### config.mk
export PLATFORM = sky130hd
export DESIGN_NAME = uvma_clk_div_gen
export DESIGN_NICKNAME = d
export VERILOG_FILES = /design/src/rtl/uvma_clk_div_gen.sv
export SDC_FILE = /design/constraint.sdc
export NUM_CORES = 1
export LEC_CHECK = 0
export CORE_MARGIN = 5
export CORE_UTILIZATION = 54
export CTS_CLUSTER_SIZE = 10
export DETAILED_ROUTE_END_ITERATION = 16
export GPL_ROUTABILITY_DRIVEN = 0
export PLACE_DENSITY = 0.73
export RECOVER_POWER = 50
export SLEW_MARGIN = 20
export SYNTH_ARGS = -nofsm -noshare
export SYNTH_HDL_FRONTEND = slang
export SYNTH_SLANG_ARGS = --single-unit
export TNS_END_PERCENT = 100
### constraint.sdc
create_clock -name clk -period 26.6 [get_ports clk]
set_input_delay 3.99 -clock clk [delete_from_list [all_inputs] [get_ports clk]]
set_output_delay 3.99 -clock clk [all_outputs]
set_load 0.02 [all_outputs]
### src/rtl/uvma_clk_div_gen.sv
// uvma_clk_div_gen: multi-channel integer clock divider.
// Each channel has a programmable period and high time. A new setting is held
// in a per-channel shadow and takes effect only at a period boundary, or at
// once if the channel is idle, so every output edge stays clean.
// Optional feature macro: UVMA_CLK_DIV_GEN_PHASE_ALIGN_EN adds the align input.
// A one-cycle align pulse restarts every active channel at cnt=0.
module uvma_clk_div_gen #(
  parameter int NUM_CHAN       = 4,
  parameter int CNT_W          = 16,
  parameter int DEFAULT_PERIOD = 4,
  parameter int DEFAULT_HIGH   = 2,
  localparam int CH_W          = (NUM_CHAN > 1) ? $clog2(NUM_CHAN) : 1
) (
  input  logic                clk,
  input  logic                reset,
  input  logic [NUM_CHAN-1:0] en,
`ifdef UVMA_CLK_DIV_GEN_PHASE_ALIGN_EN
  input  logic                align,
`endif
  input  logic                cfg_valid,
  output logic                cfg_ready,
  input  logic [CH_W-1:0]     cfg_chan,
  input  logic [CNT_W-1:0]    cfg_period,
  input  logic [CNT_W-1:0]    cfg_high,
  output logic                cfg_err,
  output logic [NUM_CHAN-1:0] clk_out,
  output logic [NUM_CHAN-1:0] running,
  output logic [NUM_CHAN-1:0] wrap
);

  typedef enum logic [1:0] {
    S_IDLE = 2'd0,
    S_RUN  = 2'd1,
    S_STOP = 2'd2
  } state_t;

  state_t             state_q  [NUM_CHAN];
  state_t             state_d  [NUM_CHAN];
  logic [CNT_W-1:0]   cnt_q    [NUM_CHAN];
  logic [CNT_W-1:0]   cnt_d    [NUM_CHAN];
  logic [CNT_W-1:0]   per_q    [NUM_CHAN];
  logic [CNT_W-1:0]   per_d    [NUM_CHAN];
  logic [CNT_W-1:0]   hi_q     [NUM_CHAN];
  logic [CNT_W-1:0]   hi_d     [NUM_CHAN];
  logic [CNT_W-1:0]   sh_per_q [NUM_CHAN];
  logic [CNT_W-1:0]   sh_per_d [NUM_CHAN];
  logic [CNT_W-1:0]   sh_hi_q  [NUM_CHAN];
  logic [CNT_W-1:0]   sh_hi_d  [NUM_CHAN];
  logic [NUM_CHAN-1:0] pend_q, pend_d;
  logic [NUM_CHAN-1:0] clk_q, clk_d;
  logic                cfg_err_q, cfg_err_d;

  logic                cfg_legal, cfg_acc;
  logic                act, last, apply;
  logic [CNT_W-1:0]    nxt;

  assign clk_out = clk_q;
  assign cfg_err = cfg_err_q;

  // State register: channel FSMs, counters, active/shadow config, flags.
  always_ff @(posedge clk or posedge reset) begin
    if (reset) begin
      for (int i = 0; i < NUM_CHAN; i++) begin
        state_q[i]  <= S_IDLE;
        cnt_q[i]    <= '0;
        per_q[i]    <= CNT_W'(DEFAULT_PERIOD);
        hi_q[i]     <= CNT_W'(DEFAULT_HIGH);
        sh_per_q[i] <= '0;
        sh_hi_q[i]  <= '0;
      end
      pend_q    <= '0;
      clk_q     <= '0;
      cfg_err_q <= 1'b0;
    end else begin
      state_q   <= state_d;
      cnt_q     <= cnt_d;
      per_q     <= per_d;
      hi_q      <= hi_d;
      sh_per_q  <= sh_per_d;
      sh_hi_q   <= sh_hi_d;
      pend_q    <= pend_d;
      clk_q     <= clk_d;
      cfg_err_q <= cfg_err_d;
    end
  end

  // Next-state logic: per-channel FSM, config handshake and shadow transfer.
  always_comb begin
    state_d   = state_q;
    cnt_d     = cnt_q;
    per_d     = per_q;
    hi_d      = hi_q;
    sh_per_d  = sh_per_q;
    sh_hi_d   = sh_hi_q;
    pend_d    = pend_q;
    clk_d     = clk_q;
    running   = '0;
    wrap      = '0;
    act       = 1'b0;
    last      = 1'b0;
    apply     = 1'b0;
    nxt       = '0;

    // A channel with a write still waiting for its boundary stalls new writes.
    cfg_ready = 1'b1;
    for (int i = 0; i < NUM_CHAN; i++) begin
      if (cfg_chan == CH_W'(i)) cfg_ready = !pend_q[i];
    end
    cfg_acc   = cfg_valid && cfg_ready;
    cfg_legal = (cfg_period >= CNT_W'(2)) && (cfg_high != '0) &&
                (cfg_high < cfg_period) && (int'(cfg_chan) < NUM_CHAN);
    cfg_err_d = cfg_acc && !cfg_legal;

    for (int i = 0; i < NUM_CHAN; i++) begin
      act        = (state_q[i] != S_IDLE);
      last       = act && (cnt_q[i] == per_q[i] - CNT_W'(1));
      nxt        = last ? '0 : cnt_q[i] + CNT_W'(1);
      apply      = 1'b0;
      running[i] = act;
      wrap[i]    = last;

      if (!act) begin
        cnt_d[i] = '0;
        clk_d[i] = 1'b0;
        apply    = pend_q[i];
        if (en[i]) begin
          state_d[i] = S_RUN;
          clk_d[i]   = 1'b1;
        end
      end else begin
        // At a wrap nxt is 0 and any legal high is >= 1, so clk_d is 1
        // whether the old or the new high time applies.
        cnt_d[i] = nxt;
        clk_d[i] = (nxt < hi_q[i]);
        apply    = last && pend_q[i];
        if (en[i]) begin
          state_d[i] = S_RUN;
        end else if (last) begin
          state_d[i] = S_IDLE;
          cnt_d[i]   = '0;
          clk_d[i]   = 1'b0;
        end else begin
          state_d[i] = S_STOP;
        end
      end

`ifdef UVMA_CLK_DIV_GEN_PHASE_ALIGN_EN
      // Align restarts every channel that stays active after this edge.
      if (align && act && (state_d[i] != S_IDLE)) begin
        cnt_d[i] = '0;
        clk_d[i] = 1'b1;
        apply    = pend_q[i];
      end
`endif

      if (apply) begin
        per_d[i]  = sh_per_q[i];
        hi_d[i]   = sh_hi_q[i];
        pend_d[i] = 1'b0;
      end

      // Accepted writes only reach channels with no pending shadow, so they
      // never collide with a transfer on the same channel.
      if (cfg_acc && cfg_legal && (cfg_chan == CH_W'(i))) begin
        sh_per_d[i] = cfg_period;
        sh_hi_d[i]  = cfg_high;
        pend_d[i]   = 1'b1;
      end
    end
  end

endmodule

Word level (Yosys, flattened, before mapping)
Index checks and enable logic that the tools add are counted.
W data, S select, Z words.
{"block": "word_totals", "elab_cells": 151, "inputBits": 41, "register_bits": 337, "output_inout_bits": 14}
{"block": "classes", "muxes": 64, "magnitude_cmp": 6, "n_eq_ne": 7, "addsub": 8, "n_reduce_logical": 36}
{"cell": "$mux W16", "n": 16}
{"cell": "$lt A16 B16 Y1", "n": 5}
{"cell": "$add A16 B1 Y16 const B", "n": 4}
{"cell": "$eq A16 B16 Y1", "n": 4}
{"cell": "$sub A16 B1 Y16 const B", "n": 4}
{"cell": "$mux W1", "n": 32}
{"cell": "$mux W2", "n": 16}
{"cell": "$reduce_bool A2 Y1", "n": 12}
{"cell": "$logic_and A1 B1 Y1", "n": 17}
{"cell": "$ge A16 B2 Y1 const B", "n": 1}
{"cell": "$reduce_bool A16 Y1", "n": 1}
{"cell": "$logic_not A1 Y1", "n": 5}
{"cell": "$eq A2 B2 Y1 const B", "n": 2}
{"cell": "$eq A2 B1 Y1 const B", "n": 1}
{"cell": "$logic_not A2 Y1", "n": 1}

Longest topological paths before layout
{"block": "depth", "ltp_word": 9, "mapped_depth": 20, "mapped_depth_nobuf": 17}

Worst setup path before layout
OpenSTA, ideal clock, no wires.
{"block": "synth_path", "path_kind": "in2out", "start": "in cfg_chan[0]", "end": "out cfg_ready", "path_slack_ns": 17.989, "n_path_buf": 0, "required_ns": 22.610, "path_stages": 2, "arrival_ns": 4.621, "cell_sequence": "mux4_2 -> inv_1"}
{"block": "synth_via", "elab_chain_len": 5, "elab_cells_between_ends": 8, "classes_between": "eq/ne (3); mux (4); reduce/logical (1)"}
{"item": "start, declared", "line_no": "22", "rtl": "input logic [CH_W-1:0] cfg_chan,"}
{"item": "$logic_not A2 Y1", "line_no": "107", "rtl": "if (cfg_chan == CH_W'(i)) cfg_ready = !pend_q[i];"}
{"item": "$mux W1 (3 in series)", "line_no": "107"}
{"item": "$mux W1 *", "line_no": "107"}
{"item": "end, declared", "line_no": "21", "rtl": "output logic cfg_ready,"}
Mark *: on every way between the ends. The rest lies on a longest branch, timed or not.

==> flow_summary.yaml <==
cts:
  cts-hold-fix-buffers: 0
  cts_made_buffers: 40
  cts_setup_buffers: 0
  cts-htree-levels: 2
  cts_tree: "built"
  worst_skew_pair.late_latency_ns: 0.53
  clock_path_buffers: 3
  tritoncts_num_sinks: 337
  cts.clk_slew.worst_paths_ns: 0.05
  cts_resized: 0
  clockRootBuffer: "clkbuf_16"
worst_setup_path:
  crit_path_start_kind: "input port"
  crit_path_cell_trace: "dlygate4sd3_1 -> clkinvlp_2 -> clkbuf_1 -> buf_4"
  endpoint_kind: "async pin"
  worstSetupPathType: "input port to async pin"
  critPathArrivalTime_ns: 11.38
  crit_path_max_incr_delay_ns: 3.10
  cpMaxStageDelayCell: "clkbuf_1"
  cp.buffers_inverters: 4
  crit_required_ns: 27.14
  kind_of_cell_with_the_highest_combined_delay_on_the_critical_path: "buffers and inverters"
  cp_max_fo: 110
yosys:
  syn-instance-count: 1673
  synth-xor-area-share_pct: 6.50
  synth.most_common_cell: "dfrtp_1"
  synth-compound-area-share_pct: 7.64
  ys_types: 82
  synth-seq-cells: 337
  synthesis.area_per_instance_sq_um: 10.7
  ys.flop_type: "dfrtp_1"
  synth_edf_count: 0
  post_synth_mux_area_share_pct: 14.4
  synthAdderAreaFrac_pct: 5.80
  synth_area_sq_um: 17900
  synth_top_cell_by_area: "dfrtp_1"
  fraction_of_synthesis_flops_using_an_asynchronous_set_or_reset_pin_pct: 100
  synth.yosys.warnings: 0
  synthSimpleGateAreaFrac_pct: 14.4
  mapped_nets: 1797
  yosysSeqAreaShare_pct: 47.1
  synth_top_family_by_area: "simple AND/OR/NAND/NOR gates"
  synth_largest_type_area_fraction_pct: 46.0
  post_synth_main_area_contributors: "dfrtp_1 (46%), mux2_2 (14%), ha_1 (5.8%)"
  synth_common_cells: "dfrtp_1 (329), mux2_2 (223), nor2_1 (178), nand2_1 (114), inv_1 (106)"
drt:
  dr_wl_met3_um: 3380
  drtPass1Iterations: 7
  drc: 0
  wl_met1_um: 17700
  routed_wire_length_per_instance_um: 19.3
  wirelength_um: 42000
  met2_wirelength_um: 19300
  detailedRoute.firstIterationViolations: 1045
  vias: 12700
  routed_via_density: 5.83
  detail-route-antenna-nets: 0
  topRoutingLayerUsed: "met4"
timing:
  finalCriticalPeriod_ns: 10.85
  skew_ns: 0.0199
  timing_max_transition_violations_final: 296
  timing.setup.tns_ns: 0
  layout_worst_path_cycle_share_pct: 40.8
  grt_setup_unrepaired: "false"
  worst_pin_slew_ns: 4.71
  worst_slew_margin_rel_pct: -216
  holdWs_ns: 0.483
  minimum_setup_slack_in_the_final_design_ns: 15.75
  timing.final.hold_violations: 0
  peak_freq_mhz: 92.2
  report.final.setup_viol: 0
grt:
  grt_start_max_net_pins: 111
  antenna_found_initial: 1
  global_route_congestion_overflow_total: 0
  groute.usage.overall_pct: 23.5
  grt_pass1_vias: 13100
  grt_first_pass_wirelength_um: 69000
hold_path:
  hp-class: "register to register"
run:
  cap_viol_max_count: 6
final_layout:
  layout-area-overhead-vs-synth_pct: 11.1
  layout.nets: 1833
  final_cell_count_no_fill: 2178
  fillCellCount: 2713
  finish.instance_area_sq_um: 19900
  fin_util_pct: 61.0
  drive_above_1_share_pct: 17.1
place:
  dpl.cell_count: 2109
  preCtsSetupSlack_ns: 16.83
  hpwlAfterDp_um: 28600
  buffer_ports.inserted: 54
  post_dp_cell_area_sq_um: 18800
die:
  die_height_um: 192
  coreArea_sq_um: 32600
  dieArea_sq_um: 36900
  starting_density_of_the_core_pct: 54.9
  floorplan.die.width_um: 192
  placementRows: 66
  ioPinCount: 55
pwr:
  final_power_mw: 1.92
  power.density_nw_per_um2: 96.7
  worst_case_vdd_ir_drop_mv: 0.0745
  power_leakage_nw: 9.01
outcome:
  result_of_the_run: "complete, but fails checks"
  failing_checks: "capacitance limit, slew limit"
cell usage in the layout, fill, tap and decap left out, drive strengths merged, types with 5 or more instances in the layout:
master / instances
dfrtp: 329
inv: 105
nand3b: 5
nand2: 114
or4: 15
nor4: 30
o21ai: 19
a211oi: 9
mux2: 226
clkbuf: 71
and2: 5
nor3b: 8
a2111oi: 7
nand4: 30
dfstp: 8
dlygate4sd3: 5
and3: 22
nor2: 178
o211ai: 12
or3: 10
a21boi: 5
nor3: 23
a21oi: 26
a21o: 24
nor2b: 14
a31oi: 10
clkdlybuf4s50: 49
buf: 10
xor2: 55
o31ai: 5
ha: 83
o22ai: 35
xnor2: 78
nand3: 36
nand2b: 8
flip-flops by register name, summed over array words and instances, names as in the netlist:
| name | flops |
|---|---|
| cnt_q | 64 |
| state_q | 8 |
| sh_hi_q | 64 |
| sh_per_q | 64 |
| pend_q | 4 |
| per_q | 64 |
| clk_out | 4 |
| cfg_err | 1 |
| hi_q | 64 |
path summary, 6_finish.rpt:
| check | start | to | slack [ns] | depth (start not counted) |
|---|---|---|---|---|
| max | reset | clk_out[0] | 15.75 | 4 |
| min | sh_per_q[49] | per_q[49] | 0.48 | 1 |
| max reg2reg | per_q[48] | clk_out[0] | 21.20 | 14 |
| min reg2reg | sh_per_q[49] | per_q[49] | 0.48 | 1 |
| max in group clk | cfg_chan[0] | cfg_ready | 16.83 | 4 |
| min in group asynchronous | reset | state_q[3] | 5.35 | 2 |
cell type report:
type	count	area [sq um]	share of cell area, %
Timing Repair Buffer	69	634	3.19
Antenna cell	2	5.00	0.0252
Inverter	107	403	2.03
Multi-Input combinational cell	1154	8680	43.6
Sequential cell	337	8440	42.5
Clock inverter	1	30.0	0.151
Tap cell	442	553	2.78
Clock buffer	66	1140	5.73
routing by layer:
metal / vias up / GRT usage [%]
li1: 5941 / -
met1: 6275 / 32.1
met2: 379 / 37.7
met3: 104 / 4.33
met4: 0 / 8.34
met5: - / 0
cells by family (layout without fill, tap and decap cells):
logic type               count (synthesis)  after routing
AND/OR/NAND/NOR                        518            518
buffers and inverters                  182            243
AO/OA/AOI/OAI                          192            192
multiplexers                           228            228
flip-flops                             337            337
adder cells (fa/ha/maj)                 83             83
XOR/XNOR                               133            133
other                                    0              2
where the power goes:
group	total (mW)	switching, mW	internal [mW]
clock network	0.498	0.199	0.299
registers	0.839	0.150	0.689
logic	0.585	0.290	0.295
No activity file was read; power rests on OpenSTA's default activity.
